<file path="src/rtl/idex_hazard_ctrl.sv">
// idex_hazard_ctrl: load-use stall, branch flush and memory-freeze sequencer driving the pipeline register enables.
module idex_hazard_ctrl #(
   parameter int LOAD_LAT = 1,
   parameter int CNT_W    = 16
) (
   input  logic             clk,
   input  logic             reset,
   input  logic [4:0]       IFID_rs1,
   input  logic [4:0]       IFID_rs2,
   input  logic             IFID_use_rs1,
   input  logic             IFID_use_rs2,
   input  logic [4:0]       IDEX_rd,
   input  logic             IDEX_MemoryRead,
   input  logic             EX_branch_taken,
   input  logic             mem_busy,
   output logic             pc_write,
   output logic             IFID_write,
   output logic             IFID_flush,
   output logic             IDEX_write,
   output logic             IDEX_bubble,
   output logic             EXMEM_write,
   output logic [1:0]       hz_state,
   output logic [CNT_W-1:0] stall_cycles,
   output logic [CNT_W-1:0] flush_count
);
   localparam logic [1:0] RUN      = 2'd0;
   localparam logic [1:0] LU_STALL = 2'd1;
   localparam logic [2:0] LAT_M1   = 3'(LOAD_LAT - 1);

   logic [1:0]       state_q, state_d;
   logic [2:0]       cnt_q, cnt_d;
   logic [CNT_W-1:0] stall_q, stall_d, flush_q, flush_d;
   logic             lu_hit, frz, brk, stl;

   assign lu_hit = IDEX_MemoryRead & (IDEX_rd != 5'd0) &
                   ((IFID_use_rs1 & (IFID_rs1 == IDEX_rd)) | (IFID_use_rs2 & (IFID_rs2 == IDEX_rd)));
   // one-hot priority: freeze > flush > stall; reset forces all three low
   assign frz = ~reset & mem_busy;
   assign brk = ~reset & ~mem_busy & EX_branch_taken;
   assign stl = ~reset & ~mem_busy & ~EX_branch_taken & (lu_hit | (state_q == LU_STALL));

   assign pc_write     = ~frz & ~stl;
   assign IFID_write   = ~frz & ~stl;
   assign IFID_flush   = brk;
   assign IDEX_write   = ~frz;
   assign IDEX_bubble  = brk | stl;
   assign EXMEM_write  = ~frz;
   assign hz_state     = state_q;
   assign stall_cycles = stall_q;
   assign flush_count  = flush_q;

   always_comb begin
      state_d = state_q;
      cnt_d   = cnt_q;
      if (brk) begin
         state_d = RUN;
         cnt_d   = 3'd0;
      end else if (stl && state_q == RUN) begin
         state_d = (LOAD_LAT == 1) ? RUN : LU_STALL;
         cnt_d   = LAT_M1;
      end else if (stl) begin
         state_d = (cnt_q == 3'd1) ? RUN : LU_STALL;
         cnt_d   = cnt_q - 3'd1;
      end
   end

   assign stall_d = (~pc_write & ~&stall_q) ? stall_q + 1'b1 : stall_q;
   assign flush_d = (IFID_flush & ~&flush_q) ? flush_q + 1'b1 : flush_q;

   always_ff @(posedge clk) begin
      if (reset) begin
         state_q <= RUN;
         cnt_q   <= 3'd0;
         stall_q <= '0;
         flush_q <= '0;
      end else begin
         state_q <= state_d;
         cnt_q   <= cnt_d;
         stall_q <= stall_d;
         flush_q <= flush_d;
      end
   end
endmodule

</file>
<file path="config.mk">
export PLATFORM = sky130hd
export DESIGN_NAME = idex_hazard_ctrl
export DESIGN_NICKNAME = d
export VERILOG_FILES = /design/src/rtl/idex_hazard_ctrl.sv
export SDC_FILE = /design/constraint.sdc
export NUM_CORES = 1
export LEC_CHECK = 0
export ABC_AREA = 1
export CAP_MARGIN = 20
export CORE_MARGIN = 2
export CORE_UTILIZATION = 43
export DETAILED_ROUTE_END_ITERATION = 12
export PLACE_DENSITY = 0.86
export SLEW_MARGIN = 5
export SYNTH_ARGS = -nofsm -noshare
export SYNTH_HDL_FRONTEND = slang
export SYNTH_SLANG_ARGS = --single-unit
</file>
<file path="constraint.sdc">
create_clock -name clk -period 2.05 [get_ports clk]
set_clock_uncertainty 0.1 [all_clocks]
set_input_delay 0.5125 -clock clk [delete_from_list [all_inputs] [get_ports clk]]
set_output_delay 0.5125 -clock clk [all_outputs]
set_load 0.01 [all_outputs]
</file>
After elaboration in Yosys (flattened, before gate mapping):

Cells that the tools add are included.

* register bits after elaboration: 37
* input port bits: 22
* output and inout port bits: 40
* word-level logic and storage cells: 41

* $add $sub $neg: 3
* equal/unequal tests: 4
* multiplexer cells: 1
* bitwise gates (word level): 21
* reduce and logical (&&, ||, !) cells: 8

Operator list (count)
* 16-bit by 1-bit adder with 16-bit output (second input constant): 2
* 16-bit AND reduction: 2
* 1-bit bitwise AND: 12
* 5-bit equality test: 2
* 1-bit inverter: 6
* 5-bit nonzero test: 1
* 3-bit by 1-bit equality test with 1-bit output (second input constant): 1
* 1-bit bitwise OR: 3
* 3-bit OR reduction: 1
* 3-bit by 1-bit subtractor with 3-bit output (second input constant): 1
* 2-bit by 1-bit equality test with 1-bit output (second input constant): 1
* 1-bit logical NOT: 2
* 2-bit logical NOT: 1
* 1-bit logical AND: 1
* 1-bit two-way mux: 1

Longest topological paths before layout:

Gate-level depths: netlist of the first run.

* depth in word-level cells: 10
* gate-level depth with buffers: 14
* gate-level depth less buffers: 14

Worst setup path after synthesis of the first run:

No wires, ideal clock.

* path kind: input -> output
* start point: input port IDEX_rd[3]
* end point: output port pc_write
* arrival time: 1.481 ns
* required time: 1.437 ns
* setup slack: -0.044 ns
* cell stages on the path: 11
* cell sequence: inv_1 -> nand4_1 -> o21ai_0 -> inv_1 -> nand2_1 -> nand2_2 -> nand2_4 -> nand2_4 -> buf_6 -> inv_2 -> buf_4

* cells in the longest elaborated chain, start to end: 8
* elaborated cells between the ends (all ways): 12
* classes of those cells: eq/ne: 2; bitwise: 9; reduce/logical: 1

RTL lines
* start, declared: line 12 `input logic [4:0] IDEX_rd,`
* 5-bit equality test: line 36 `((IFID_use_rs1 & (IFID_rs1 == IDEX_rd)) | (IFID_use_rs2 & (IFID_rs2 == IDEX_rd)));`
* 1-bit bitwise AND: line 36
* 1-bit bitwise OR: line 36
* 1-bit bitwise AND *: line 35 `assign lu_hit = IDEX_MemoryRead & (IDEX_rd != 5'd0) &`
* 1-bit bitwise OR *: line 40 `assign stl = ~reset & ~mem_busy & ~EX_branch_taken & (lu_hit | (state_q == LU_STALL));`
* 1-bit bitwise AND *: line 40
* 1-bit inverter *
* 1-bit bitwise AND *
* end, declared: line 16 `output logic pc_write,`

Every way passes the cells marked *; elsewhere a longest branch is shown, timed or not.

Final worst setup path of the first run:

* start point: input port IDEX_rd[1]
* end point: output port pc_write

* cells in the longest elaborated chain, start to end: 8
* elaborated cells between the ends (all ways): 12
* classes of those cells: eq/ne: 2; bitwise: 9; reduce/logical: 1

RTL lines
* 5-bit equality test: line 36
* 1-bit bitwise AND: line 36
* 1-bit bitwise OR: line 36
* 1-bit bitwise AND *: line 35
* 1-bit bitwise OR *: line 40
* 1-bit bitwise AND *: line 40
* 1-bit inverter *: line 42 `assign pc_write = ~frz & ~stl;`
* 1-bit bitwise AND *: line 42

Marks and branches as above.

==> results of run 1 <==
## area by class of cell
class	count	area, sq um
clock buffer	6	72.6
clock inverter	1	5.00
fill	490	1990
inverter	46	178
multi-input combinational	249	1240
sequential	36	721
tap	70	87.6
timing repair buffer	79	716
## through the flow
stage,instances,worst slack (ns)
floorplan,341,0.0107
global placement,479,-0.784
detailed placement,479,-0.808
CTS,486,0.000372
global route,487,-0.0730
finish,487,0.00957
## per-layer routing
layer,GRT usage,wire length [microns],vias up
li1,-,-,1221
met5,0,0,-
met2,0.331,2520,54
met4,0.0838,87,0
met3,0.0516,250,11
met1,0.239,2420,1040
## worst min path at each step
stage | startpoint | slack (ns) | depth (start not counted) | to
finish | cnt_q[1] | 0.36 | 2 | cnt_q[1]
global route | cnt_q[1] | 0.40 | 2 | cnt_q[1]
CTS | cnt_q[1] | 0.36 | 2 | cnt_q[1]
detailed placement | cnt_q[1] | 0.36 | 2 | cnt_q[1]
global placement | cnt_q[1] | 0.35 | 2 | cnt_q[1]
floorplan | cnt_q[1] | 0.34 | 2 | cnt_q[1]
## layout by cell type, fill, tap and decap left out, types with 2 or more instances in the layout
cell and instances:
inv_4 2, dfxtp_1 36, xor2_1 8, nand3_1 22, ha_1 4, nor2_1 51
buf_2 6, o21ai_0 7, buf_4 19, clkbuf_8 5, nand3_2 3, nand2_4 3
nor3_1 9, o21ai_1 3, nand2_1 91, nand4_1 3, dlygate4sd2_1 5, inv_1 35
inv_2 9, clkdlybuf4s50_1 33, clkdlybuf4s15_1 2, clkbuf_2 2, a21oi_1 27, nand2_2 4
buf_6 11
## power groups by stage
stage          logic [W]  clock network, W  registers, W
5_1_grt         0.000201          0.000521      0.000710
2_1_floorplan  0.0000922                 0      0.000728
3_3_place_gp    0.000180                 0      0.000726
6_report        0.000180          0.000482      0.000710
4_1_cts         0.000171          0.000492      0.000710
3_5_place_dp    0.000184                 0      0.000726
## worst max-delay path, delay by kind of cell
| family | cells | cell delay [ns] |
|---|---|---|
| buf+inv | 3 | 0.26 |
| simple gates | 9 | 0.65 |
## sequential cells by signal, indices dropped and copies added, names as in the netlist
signal        cells
flush_count      16
stall_cycles     16
hz_state          1
cnt_q             3
## timing repair
item,in CTS,in global routing
resized for setup,91,15
setup buffers,0,1
pin swaps,29,16
hold buffers,0,0
setup endpoints to repair,25,5
## cells by family after synthesis
logic type	share of synthesized area
AO/OA/AOI/OAI	0.0972
XOR/XNOR	0.0318
adder cells (fa/ha/maj)	0.0227
buffers and inverters	0.114
flip-flops	0.327
other	0.00170
AND/OR/NAND/NOR	0.405
==> out/results.tsv, run 1 <==
metric	value	unit
delay of the slowest critical-path stage	0.11	ns
syn nets	367	
Synthesis Warnings	0	
switching power	0.000347	W
clock slew at reported path FFs	0.06	ns
die span in x	75.5	microns
CTS Sinks	36	
CP cell instances	buf_8, nand2_1, nand2_1, nor2_1, nand3_1, nand2_1, nand2_1, nand2_2, nand2_4, nand2_4, inv_4, buf_6	
DP Wirelength	4.06	mm
number of diodes	0	
# IOs	62	
Seq pwr share	0.518	
core box area	5010	sq um
Peak VDD IR	0.355	mV
crit path to	pc_write	
Die Y	75.5	microns
top-area cell type share of the netlist area	0.327	
leakage	1.34	nW
switching part of the total	0.253	
synth top area cells	dfxtp_1, nand2_1, nor2_1, inv_1, a21oi_1	
post-synthesis register bit count	36	
hold slack final	0.362	ns
Placement Cell Area	2950	sq um
number of flops mapped to enable cells by yosys	0	
GRT Residual Overflow	0	
RSZ-0062 raised after global routing	yes	
Vias/cell	4.78	
min-delay worst type	reg2reg	
Final Cell Area	3020	sq um
Final min period	2.04	ns
# setup viols final	0	
largest net degree at the start of global routing	31	
element type at the critical path start	primary input	
post-synthesis sequential area ratio	0.327	
worst r2r src	flush_count[0]	
die area	5710	sq um
Post-Route WL	5.28	mm
CP max-delay cell	buf_6	
Num CTS Buffers	5	
Main synth FF type	dfxtp_1	
Clock power frac	0.351	
layout cells sized above 1	0.175	
Distinct cells, synth	33	
drt wl/cell	10.8	microns
post-layout util	0.602	
clock root cell	clkbuf_8	
synthesized area	2200	sq um
cell count after synthesis	341	
Initial Util	0.439	
Skew-Pair Late Insertion Delay	0.30	ns
# DRC	0	
worst setup path class	in2out	
Synth area leader	dfxtp_1	
Area Growth Syn to Fin	37.1	%
reg2reg setup slack	0.23	ns
post-route ant nets	0	
row count	26	
r2r endpoint	flush_count[10]	
first-pass GRT wire length	8.66	mm
setup TNS	0	ns
Max Clock Freq	490	MHz
Top cell by count, worst path	nand2_1	
GPL Wtd Cong	0.888	
Vias	2326	
Initial DRC Count	122	
worst path required time	1.44	ns
vias in the first global route	2047	
max-cap violations	0	
R2R cell count	11	
Crit Path Max Fanout	3	
P_int	0.00103	W
cell with the most instances after synthesis	nand2_1	
port bufs	60	
nets@finish	443	
WP data arrival	1.43	ns
total chip power	0.00137	W
Clock Path Buffers	2	
Slew Limit Fails	0	
Total GRT Usage	0.197	
CP endpoint kind	primary output	
PwrDens	455	nW/um^2
Syn Area/Cell	6.45	sq um
Pre-Repair DR Iteration Count	4	
Logic pwr share	0.131	
initial antenna violation count	0	
Post-synth ARST share	0	
CTS tree	yes	
final-report hold violation count	0	
crit share post-route	0.995	
Max H-tree Level	2	
commonest cells in the netlist	nand2_1, nor2_1, inv_1	
crit path from	IDEX_rd[1]	
outcome	finished clean	
Note: power is estimated with default switching activity, not from simulation.
==> run 2, diff against run 1 <==
Settings changed: CORE_UTILIZATION 43 to 25, PLACE_DENSITY 0.86 to 0.59, SKIP_LAST_GASP from default to 1.
==> run 2 against run 1 <==
  * Die area is 68% higher
  * Routed wire length rose by 5.4%
  * Maximum frequency rose by 0.29%
  * Core utilization decreased by 24 points
  * Clock power is 1% lower
  * Cell area grew 2.6%
  * Sequential power about the same
  * Register-to-register slack hardly changed
  * Largest cell class unchanged
  * Highest routed layer unchanged
==> out/results.tsv, run 2 (synthesized netlist as in run 1, its figures left out) <==
metric	value	unit	change
min-delay worst type	reg2reg		unchanged
die span in x	97.8	microns	was 75.5 microns
reg2reg setup slack	0.24	ns	was 0.23 ns
initial antenna violation count	0		unchanged
CTS Sinks	36		unchanged
most common cell after layout, fill and taps aside	nand2_1		unchanged
GPL Wtd Cong	0.798		was 0.888
drt wl/cell	10.6	microns	was 10.8 microns
# IOs	62		unchanged
Num CTS Buffers	5		unchanged
Total GRT Usage	0.118		was 0.197
nets@finish	444		was 443
Initial DRC Count	64		was 122
core box area	8640	sq um	was 5010 sq um
r2r endpoint	flush_count[12]		was flush_count[10]
Area Growth Syn to Fin	40.7	%	was 37.1%
most frequent cells in the layout	nand2_1, nor2_1, inv_1, dfxtp_1, clkdlybuf4s50_1		was nand2_1, nor2_1, dfxtp_1
# DRC	0		unchanged
Vias/cell	4.38		was 4.78
WP data arrival	1.42	ns	was 1.43 ns
final setup margin	0.0155	ns	was 0.00957 ns
outcome	finished clean		unchanged
Skew-Pair Late Insertion Delay	0.28	ns	was 0.30 ns
PwrDens	443	nW/um^2	was 455 nW/um^2
FILL cells	934		was 490
max-cap violations	0		unchanged
final non-filler cell total	526		was 487
GRT Residual Overflow	0		unchanged
# setup viols final	0		unchanged
placed cells	517		was 479
Initial Util	0.255		was 0.439
Pre-Repair DR Iteration Count	4		unchanged
leakage	1.35	nW	was 1.34 nW
final-report hold violation count	0		unchanged
Max Clock Freq	492	MHz	was 490 MHz
setup TNS	0	ns	unchanged
post-route ant nets	0		unchanged
DP Wirelength	4.32	mm	was 4.06 mm
die area	9570	sq um	was 5710 sq um
R2R cell count	10		was 11
Peak VDD IR	0.234	mV	was 0.355 mV
CP max-delay cell	buf_6		unchanged
Max H-tree Level	2		unchanged
clock root cell	clkbuf_8		unchanged
layout cells sized above 1	0.194		was 0.175
Crit Path Max Fanout	4		was 3
CTS tree	yes		unchanged
row count	34		was 26
CP cell instances	buf_6, inv_2, nand2_2, nand2_1, nor2_1, nand3_1, nand2_1, nand2_1, nand2_2, nand2_4, nand2_4, inv_4, buf_6		was buf_8, nand2_1, nand2_1, nor2_1, nand3_1, nand2_1, nand2_1, nand2_2, nand2_4, nand2_4, inv_4, buf_6
port bufs	60		unchanged
Placement Setup Slack	-0.821	ns	was -0.808 ns
first-pass GRT wire length	9.55	mm	was 8.66 mm
Vias	2305		was 2326
Die Y	97.8	microns	was 75.5 microns
post-layout util	0.359		was 0.602
worst r2r src	flush_count[0]		unchanged
clock slew at reported path FFs	0.07	ns	was 0.06 ns
largest net degree at the start of global routing	31		unchanged
Slew Limit Fails	0		unchanged
vias in the first global route	2126		was 2047
CP endpoint kind	primary output		unchanged
hold worst-path end	cnt_q[1]		unchanged
Top cell by count, worst path	nand2_1		unchanged
RSZ-0062 raised after global routing	yes		unchanged
hold depth	2		unchanged
min-delay src	cnt_q[1]		unchanged
worst path required time	1.44	ns	about the same
Clock Path Buffers	2		unchanged
crit share post-route	0.992		was 0.995
element type at the critical path start	primary input		unchanged
worst setup path class	in2out		unchanged
Final min period	2.03	ns	was 2.04 ns
Post-Route WL	5.56	mm	was 5.28 mm
number of diodes	0		unchanged
delay of the slowest critical-path stage	0.11	ns	about the same
run 2: cell count changes in the layout (fill, tap and decap cells not counted), sizes merged:
cell,delta
clkdlybuf4s15,-1
dlygate4sd2,+1
buf,+1
run 2: worst max path at each step:
stage / from / end / slack (ns)
3_5_place_dp: IDEX_rd[4] / pc_write / -0.82
6_report: IDEX_rd[4] / pc_write / 0.02
3_3_place_gp: IDEX_rd[1] / IDEX_bubble / -0.83
5_1_grt: IDEX_rd[1] / IFID_write / -0.08
2_1_floorplan: IDEX_rd[1] / pc_write / 0.01
4_1_cts: IDEX_rd[2] / pc_write / 0.001
run 2: power breakdown:
group	leakage [nW]	total [W]	switching, W	internal, W
sequential	0.290	0.000710	0.00000612	0.000704
combinational	1.02	0.000186	0.0000938	0.0000920
clock	0.0410	0.000476	0.000245	0.000231
total	1.35	0.00137	0.000345	0.00103
run 2: metal layers:
metal  vias up  GRT usage  wire, microns
met5         -          0              0
li1       1216          -              -
met2        60      0.197           2520
met1      1022      0.156           2710
met3         7     0.0301            276
met4         0     0.0256             51
run 2: timing repair:
item	in CTS	in global routing
hold buffers	0	0
pin swaps	24	24
setup buffers	2	0
cloned	0	0
gates resized for setup	94	22
setup endpoints to repair	22	4
run 2: cell type report:
class,count,area [sq um],share of cell area
repair buffers,80,722,0.233
flip-flops and latches,36,721,0.233
inverters,46,183,0.0590
clock inverters,1,5.00,0.00162
clock buffers,6,72.6,0.0234
multi-input cells,249,1260,0.406
well taps,108,135,0.0436
run 2: worst max-delay path: cells and delay by family:
| kind | cells | cell delay (ns) |
|---|---|---|
| buffers and inverters | 4 | 0.28 |
| and+or+nand+nor | 9 | 0.62 |
run 2: metrics by stage:
step / cell area [sq um] / power, W / hold slack [ns]
after floorplan: 2210 / 0.000820 / 0.344
after global placement: 3000 / 0.000908 / 0.350
after detailed placement: 3000 / 0.000910 / 0.354
after CTS: 3040 / 0.00138 / 0.365
after global routing: 3100 / 0.00145 / 0.403
final: 3100 / 0.00137 / 0.365
==> run 3, diff against run 2 <==
Settings changed: CORE_UTILIZATION 25 to 43, CTS_CLUSTER_DIAMETER from default to 30, PLACE_DENSITY 0.59 to 0.86.
==> results of run 3 <==
Final layout, timing and power as in run 1 (identical DEF).
